--- src/rtl/hls_fp17_add_pkg.sv ---
// Shared constants and channel state encoding for the fp17 adder channel wrappers
// (chn_a / chn_b input channels and the chn_o output transmitter).
package hls_fp17_add_pkg;

  localparam int FP17_W         = 17;
  localparam int CHN_SKID_DEPTH = 2;

  typedef enum logic [1:0] {
    CHN_EMPTY = 2'd0,
    CHN_HALF  = 2'd1,
    CHN_FULL  = 2'd2
  } chn_state_e;

endpackage

--- src/rtl/hls_fp17_add_core_chn_o_rsci_tx_if.sv ---
// chn_o channel bundle: core-side write handshake plus downstream z/lz/vz wires.
// master = the transmitter, slave = the core/downstream environment.
interface hls_fp17_add_core_chn_o_rsci_tx_if
  import hls_fp17_add_pkg::*;
#(
  parameter int WIDTH = FP17_W
);

  logic             iswt0;
  logic [WIDTH-1:0] d;
  logic             wen_comp;
  logic             bawt;
  logic [WIDTH-1:0] z;
  logic             lz;
  logic             vz;

  modport master (
    input  iswt0, d, vz,
    output wen_comp, bawt, z, lz
  );

  modport slave (
    output iswt0, d, vz,
    input  wen_comp, bawt, z, lz
  );

endinterface

--- src/rtl/hls_fp17_add_chn_o_skid_mem.sv ---
// Skid-buffer storage for chn_o: DEPTH x WIDTH registers, wrapping write/read
// pointers and an asynchronous read of the head entry.
module hls_fp17_add_chn_o_skid_mem
  import hls_fp17_add_pkg::*;
#(
  parameter int WIDTH = FP17_W,
  parameter int DEPTH = CHN_SKID_DEPTH
) (
  input  logic             clk,
  input  logic             rst,
  input  logic             push,
  input  logic             pop,
  input  logic [WIDTH-1:0] wdata,
  output logic [WIDTH-1:0] rdata
);

  localparam int PTR_W = (DEPTH > 2) ? 2 : 1;

  logic [WIDTH-1:0] mem [DEPTH];
  logic [PTR_W-1:0] wr_ptr;
  logic [PTR_W-1:0] rd_ptr;

  // Non-power-of-two depths must wrap explicitly rather than by overflow.
  function automatic logic [PTR_W-1:0] ptr_inc(input logic [PTR_W-1:0] p);
    if (p == PTR_W'(DEPTH - 1)) begin
      return '0;
    end else begin
      return p + PTR_W'(1);
    end
  endfunction

  always_ff @(posedge clk or posedge rst) begin
    if (rst) begin
      for (int i = 0; i < DEPTH; i++) begin
        mem[i] <= '0;
      end
      wr_ptr <= '0;
      rd_ptr <= '0;
    end else begin
      if (push) begin
        mem[wr_ptr] <= wdata;
        wr_ptr      <= ptr_inc(wr_ptr);
      end
      if (pop) begin
        rd_ptr <= ptr_inc(rd_ptr);
      end
    end
  end

  assign rdata = mem[rd_ptr];

endmodule

--- src/rtl/hls_fp17_add_core_chn_o_rsci_tx.sv ---
// chn_o output transmitter: skid-buffered z/lz/vz wire-wait sender for the fp17 adder core.
// Optional stall counter port enabled by defining FP17_CHN_O_STALL_CNT_EN.
module hls_fp17_add_core_chn_o_rsci_tx
  import hls_fp17_add_pkg::*;
#(
  parameter int WIDTH = FP17_W,
  parameter int DEPTH = CHN_SKID_DEPTH
) (
  input  logic        nvdla_core_clk,
  input  logic        nvdla_core_rst,
  input  logic        core_wen,
  hls_fp17_add_core_chn_o_rsci_tx_if.master chn_o
`ifdef FP17_CHN_O_STALL_CNT_EN
  ,
  output logic [15:0] chn_o_stall_cnt
`endif
);

  localparam int CNT_W = $clog2(DEPTH + 1);

  localparam logic [1:0] ST_EMPTY = CHN_EMPTY;
  localparam logic [1:0] ST_HALF  = CHN_HALF;
  localparam logic [1:0] ST_FULL  = CHN_FULL;

  logic [CNT_W-1:0] count;
  logic [CNT_W-1:0] count_nxt;
  logic [1:0]       state;
  logic [1:0]       state_nxt;
  logic             push;
  logic             pop;

  // Handshake flags come from registered state only, so vz never reaches wen_comp.
  assign chn_o.wen_comp = (state != ST_FULL);
  assign chn_o.lz       = (state != ST_EMPTY);
  assign push           = chn_o.iswt0 & core_wen & chn_o.wen_comp & ~nvdla_core_rst;
  assign pop            = chn_o.lz & chn_o.vz;
  assign chn_o.bawt     = push;

  always_comb begin
    count_nxt = count;
    state_nxt = state;
    case ({push, pop})
      2'b10:   count_nxt = count + CNT_W'(1);
      2'b01:   count_nxt = count - CNT_W'(1);
      default: count_nxt = count;
    endcase
    if (count_nxt == CNT_W'(0)) begin
      state_nxt = ST_EMPTY;
    end else if (count_nxt == CNT_W'(DEPTH)) begin
      state_nxt = ST_FULL;
    end else begin
      state_nxt = ST_HALF;
    end
  end

  always_ff @(posedge nvdla_core_clk or posedge nvdla_core_rst) begin
    if (nvdla_core_rst) begin
      count <= '0;
      state <= ST_EMPTY;
    end else begin
      count <= count_nxt;
      state <= state_nxt;
    end
  end

  hls_fp17_add_chn_o_skid_mem #(
    .WIDTH (WIDTH),
    .DEPTH (DEPTH)
  ) u_skid_mem (
    .clk   (nvdla_core_clk),
    .rst   (nvdla_core_rst),
    .push  (push),
    .pop   (pop),
    .wdata (chn_o.d),
    .rdata (chn_o.z)
  );

`ifdef FP17_CHN_O_STALL_CNT_EN
  // Counts cycles a valid word waits on downstream; saturates rather than wrapping.
  always_ff @(posedge nvdla_core_clk or posedge nvdla_core_rst) begin
    if (nvdla_core_rst) begin
      chn_o_stall_cnt <= 16'h0000;
    end else if (chn_o.lz && !chn_o.vz && (chn_o_stall_cnt != 16'hFFFF)) begin
      chn_o_stall_cnt <= chn_o_stall_cnt + 16'h0001;
    end else begin
      chn_o_stall_cnt <= chn_o_stall_cnt;
    end
  end
`endif

endmodule

--- src/flat_wrapper.sv ---
// flat-port wrapper written by rule: the top's interface ports become plain ports
module hls_fp17_add_core_chn_o_rsci_tx_flat import hls_fp17_add_pkg::*;
#(
  parameter int WIDTH = FP17_W,
  parameter int DEPTH = CHN_SKID_DEPTH
)
  (nvdla_core_clk, nvdla_core_rst, core_wen, chn_o_iswt0, chn_o_d, chn_o_vz, chn_o_wen_comp, chn_o_bawt, chn_o_z, chn_o_lz);
  hls_fp17_add_core_chn_o_rsci_tx_if #(.WIDTH(WIDTH)) chn_o_i ();
  input  logic nvdla_core_clk;
  input  logic nvdla_core_rst;
  input  logic core_wen;
  input wire logic [$bits(chn_o_i.iswt0)-1:0] chn_o_iswt0;
  input wire logic [$bits(chn_o_i.d)-1:0] chn_o_d;
  input wire logic [$bits(chn_o_i.vz)-1:0] chn_o_vz;
  output wire logic [$bits(chn_o_i.wen_comp)-1:0] chn_o_wen_comp;
  output wire logic [$bits(chn_o_i.bawt)-1:0] chn_o_bawt;
  output wire logic [$bits(chn_o_i.z)-1:0] chn_o_z;
  output wire logic [$bits(chn_o_i.lz)-1:0] chn_o_lz;
  assign chn_o_i.iswt0 = chn_o_iswt0;
  assign chn_o_i.d = chn_o_d;
  assign chn_o_i.vz = chn_o_vz;
  assign chn_o_wen_comp = chn_o_i.wen_comp;
  assign chn_o_bawt = chn_o_i.bawt;
  assign chn_o_z = chn_o_i.z;
  assign chn_o_lz = chn_o_i.lz;
  hls_fp17_add_core_chn_o_rsci_tx #(.WIDTH(WIDTH), .DEPTH(DEPTH)) u_core (.nvdla_core_clk(nvdla_core_clk), .nvdla_core_rst(nvdla_core_rst), .core_wen(core_wen), .chn_o(chn_o_i));
endmodule
--- config.mk ---
export PLATFORM = sky130hd
export DESIGN_NAME = hls_fp17_add_core_chn_o_rsci_tx_flat
export DESIGN_NICKNAME = d
export VERILOG_FILES = /design/src/rtl/hls_fp17_add_pkg.sv /design/src/rtl/hls_fp17_add_core_chn_o_rsci_tx_if.sv /design/src/rtl/hls_fp17_add_chn_o_skid_mem.sv /design/src/rtl/hls_fp17_add_core_chn_o_rsci_tx.sv /design/src/flat_wrapper.sv
export SDC_FILE = /design/constraint.sdc
export NUM_CORES = 1
export LEC_CHECK = 0
export CORE_ASPECT_RATIO = 1.2
export CORE_MARGIN = 5
export CORE_UTILIZATION = 53
export DETAILED_ROUTE_END_ITERATION = 16
export GPL_TIMING_DRIVEN = 0
export HOLD_SLACK_MARGIN = 0.05
export PLACE_DENSITY = 0.87
export SYNTH_ARGS = -nofsm -noshare
export SYNTH_HDL_FRONTEND = slang
export SYNTH_HIERARCHICAL = 1
export SYNTH_SLANG_ARGS = --single-unit
export TNS_END_PERCENT = 30
--- constraint.sdc ---
create_clock -name nvdla_core_clk -period 3.5 [get_ports nvdla_core_clk]
set_input_delay 0.7 -clock nvdla_core_clk [delete_from_list [all_inputs] [get_ports nvdla_core_clk]]
set_output_delay 0.7 -clock nvdla_core_clk [all_outputs]
set_load 0.01 [all_outputs]
* Yosys cells after proc, flatten, opt, wreduce, memory -nomap -nowiden *
Cells that the tools add are included.

storage, ports and cells
  flip-flop bits (word level) = 40
  bits of input ports = 22
  output and inout bits = 20
  word-level logic and storage cells = 38

operators by class
  add/subtract/negate cells = 4
  magnitude comparators = 3
  eq/ne operators = 4
  mux-type cells = 11
  bitwise logic cells = 7
  reduce and logical (&&, ||, !) cells = 3

operators by type and width
  operator                                                                       count
  17-bit 2-to-1 mux                                                              4
  34-bit bitwise mux                                                             1
  17-bit demux with 1-bit select                                                 1
  1-bit bitwise AND                                                              4
  2-bit == test (second input constant)                                          2
  2-bit >= comparator (second input constant)                                    2
  2-bit 2-to-1 mux                                                               2
  1-bit NOT with 2-bit output                                                    2
  2-bit one-hot mux with 2 select lines                                          1
  1-bit adder (second input constant)                                            2
  2-bit by 1-bit adder with 2-bit output (second input constant)                 1
  2-bit by 1-bit == test with 1-bit output (second input constant)               1
  2-bit logical NOT                                                              1
  2-bit by 1-bit less-than comparator with 1-bit output (second input constant)  1
  1-bit 2-to-1 mux                                                               2
  2-bit inequality test (second input constant)                                  1
  2-bit nonzero test                                                             1
  2-bit by 1-bit subtractor with 2-bit output (second input constant)            1
  1-bit logical AND                                                              1
  1-bit NOT                                                                      1

* Depth between registers and ports, before layout *
  depth after elaboration = 8
  gate-level depth with buffers = 7
  mapped depth without buffers = 6

* Hierarchy *
The synthesis kept the hierarchy.

by module, submodules not included
  module                           instances  cells an instance  area an instance (um^2)  seq. area each (um^2)
  hls_fp17_add_chn_o_skid_mem      1          97                 1599.0                   900.9
  hls_fp17_add_core_chn_o_rsci_tx  1          18                 176.4                    75.1

* Worst setup path after synthesis *
No wires, ideal clock.

  path type = in2reg
  from = in nvdla_core_rst
  to = reg u_core/u_skid_mem/mem[17] in the netlist's numbering
  setup time = 0.125 ns
  arrival time = 1.734 ns
  required time = 3.375 ns
  path slack = 1.641 ns
  stages on the path = 7
  buffers on the path = 2
  cells stage by stage = inv_1 nand4_1 inv_1 nand2b_1 buf_6 buf_12 mux2_4

on the way
  word-level cells in the longest chain between the ends = 2

RTL lines
  item                           line                                   RTL
  start, declared                flat_wrapper.sv:10                     input logic nvdla_core_rst;
  1-bit NOT                      hls_fp17_add_core_chn_o_rsci_tx.sv:35  assign push = chn_o.iswt0 & core_wen & chn_o.wen_comp & ~nvdla_core_rst;
  1-bit bitwise AND              hls_fp17_add_core_chn_o_rsci_tx.sv:35
  net chn_o_bawt                 flat_wrapper.sv:16                     output wire logic [$bits(chn_o_i.bawt)-1:0] chn_o_bawt;
  end signal, assigned by index  hls_fp17_add_chn_o_skid_mem.sv:41      mem[wr_ptr] <= wdata;
  end, declared                  hls_fp17_add_chn_o_skid_mem.sv:19      logic [WIDTH-1:0] mem [DEPTH];

The timed path passes the listed nets, and every way through them passes these cells.
A chain may end at the register's enable or synchronous reset.

* Worst setup path in the final report *
  from = in nvdla_core_rst
  to = out chn_o_bawt

on the way
  word-level cells in the longest chain between the ends = 2

RTL lines
  item               line
  1-bit NOT          hls_fp17_add_core_chn_o_rsci_tx.sv:35
  1-bit bitwise AND  hls_fp17_add_core_chn_o_rsci_tx.sv:35
  end, declared      flat_wrapper.sv:16

Every way passes these cells.

==> flow_summary.yaml <==
placed_design:
  gp_congestion: 0.695
  dp_hpwl_mm: 2.59
  pre_cts_ws_ns: 0.662
  port-buffer-count: 41
pwr:
  power.density_nw_per_um2: 941
  ir_drop_mv: 0.563
  total_leakage_power_nw: 1.06
yosys:
  yosysSeqAreaShare_pct: 55.0
  ys.flop_type: "dfrtp_1"
  netlist_area_um2: 1780
  syn_inst: 115
  synthArstFlopShare_pct: 100
  ys_seq_elements: 39
  synth_edf_count: 0
  synth_warnings: 6
  avgSynthCellArea_um2: 15.4
  yosys.cell_types.count: 19
  syn-num-nets: 138
floorplanning:
  pin_count: 42
  dieWidth_um: 62.8
  die_y_um: 73.4
  die_area_um2: 4610
  core-area_um2: 3280
  row_count: 23
  start_util_pct: 54.1
drt:
  avgViaCountPerCell: 5.29
  met3_wirelength_um: 159
  wl_met1_mm: 1.35
  met2_length_mm: 1.97
  routed_wl_mm: 3.52
  highest_layer: "met4"
  drcViolationCount: 0
  initialDrtViolationCount: 38
  ant_nets: 0
  first_pass_iters: 4
  via_count: 1064
  routedWlPerCell_um: 17.5
timing:
  tightest_slew_ns: 0.743
  finalSetupViolCount: 0
  hold_viol: 0
  setup_ws_ns: 0.632
  finalCritPeriodShare_pct: 81.9
  drv_slew: 0
  clock_skew_ns: 0.00654
  max_clock_freq_mhz: 349
  rsz0062_at_grt: "false"
  setup_tns_ns: 0
  layout_min_cycle_time_ns: 2.87
  relSlewSlack_pct: 50.4
critical_path:
  r2r_start: "u_core/count[0]$_DFF_PP0_"
  critPathLaunch: "nvdla_core_rst"
  critPathRequiredTime_ns: 2.80
  arrival_ns: 2.17
  start_kind: "input port"
  worst_setup_path_end_kind: "primary output"
  crit_fanout: 4
  crit_type: "in -> out"
final_layout:
  syn_to_final_growth_pct: 32.3
  antennaDiodeCount: 0
  layout_common_cells: "clkdlybuf4s50_1, mux2_2, dfrtp_1"
  post-route-util_pct: 71.6
  drive_gt1_share_pct: 40.9
  fin_nets: 186
cts:
  ctsHtreeMaxLevel: 2
  numCtsBuffers: 5
  clkSinkCount: 39
  cts-resized-gates: 0
  clk_root_buffer_cell: "clkbuf_8"
  path_clk_slew_ns: 0.08
  cts_tree: "yes"
  ctsHoldBuffers: 0
  cts_buffer_depth: 2
  clock_latency_ns: 0.29
  post-cts-setup-buffers: 0
flow_run:
  cap_violations: 0
global_route:
  grt_antenna_before_repair: 0
  grt-ovfl-total: 0
  grt_pass1_vias: 1265
  grt_max_degree: 37
  grt_first_pass_wirelength_mm: 5.98
  grtUsageTotal_pct: 16.7
status:
  status: "complete, no violations"
worst_hold_path:
  hold_path.class: "reg -> reg"
  hp-start: "u_core/u_skid_mem/mem[0]$_DFFE_PP0P_"
sequential cells by signal, summed over array words and instances, names as in the netlist:
name                      cells
u_core/u_skid_mem/mem        34
u_core/count                  2
u_core/state                  1
u_core/u_skid_mem/rd_ptr      1
u_core/u_skid_mem/wr_ptr      1
where the power goes:
part	switching (mW)	leakage, nW	internal (mW)
logic	0.358	0.534	0.669
clock network	0.154	0.0612	0.231
registers	0.123	0.469	0.677
total	0.635	1.06	1.58
final timing paths:
check | to | slack, ns | cells after the start
worst max register to register | u_core/count[1]$_DFF_PP0_ | 1.77 | 6
max in group asynchronous | u_core/u_skid_mem/mem[6]$_DFFE_PP0P_ | 2.12 | 2
worst min register to register | u_core/u_skid_mem/mem[0]$_DFFE_PP0P_ | 0.50 | 1
worst max-delay path | chn_o_bawt | 0.63 | 5
min in group asynchronous | u_core/state[1]$_DFF_PP0_ | 0.66 | 2
worst min-delay path | u_core/u_skid_mem/mem[0]$_DFFE_PP0P_ | 0.50 | 1
synthesized netlist by cell type, types with 2 or more instances:
master | count | area (µm²)
buf_2 | 2 | 10.0
buf_6 | 2 | 22.5
mux2_2 | 41 | 462
nand2b_1 | 2 | 12.5
xnor2_1 | 2 | 17.5
inv_1 | 3 | 11.3
mux2_4 | 10 | 150
dfrtp_1 | 39 | 976
xor2_1 | 4 | 35.0
critical path: stages:
cell and delay [ns]:
clkdlybuf4s50_1 0.44, inv_1 0.15, nand4_1 0.13, inv_1 0.17, clkdlybuf4s50_1 0.57
per-stage QoR:
stage               area (µm²)  std cells  hold WS (ns)  total power, mW
floorplan                 1780        115         0.462             1.39
global placement          2230        193         0.481             1.79
detailed placement        2230        193         0.490             1.84
CTS                       2350        201         0.507             2.24
global route              2350        201         0.517             2.34
finish                    2350        201         0.504             2.21
area by class of cell:
| type | instances | area (µm²) |
|---|---|---|
| flip-flops and latches | 39 | 976 |
| fillers | 243 | 931 |
| multi-input cells | 68 | 736 |
| repair buffers | 41 | 410 |
| clock buffers | 6 | 82.6 |
| plain buffers | 5 | 52.6 |
| well taps | 37 | 46.3 |
| clock inverters | 2 | 35.0 |
| inverters | 3 | 11.3 |
metal layers:
layer	GRT usage, %	vias up
met5	0	-
met4	5.66	0
met3	5.20	6
met2	29.8	26
met1	19.0	536
li1	-	496
kinds of logic (layout without fill, tap and decap cells):
family,count (synthesis),after routing,synth area share [%]
AND/OR/NAND/NOR,9,9,2.96
flip-flops,39,39,55.0
adder cells (fa/ha/maj),1,1,0.705
multiplexers,51,51,34.5
buffers and inverters,8,57,3.59
XOR/XNOR,6,6,2.96
AO/OA/AOI/OAI,1,1,0.353
No activity file was read; power rests on OpenSTA's default activity.
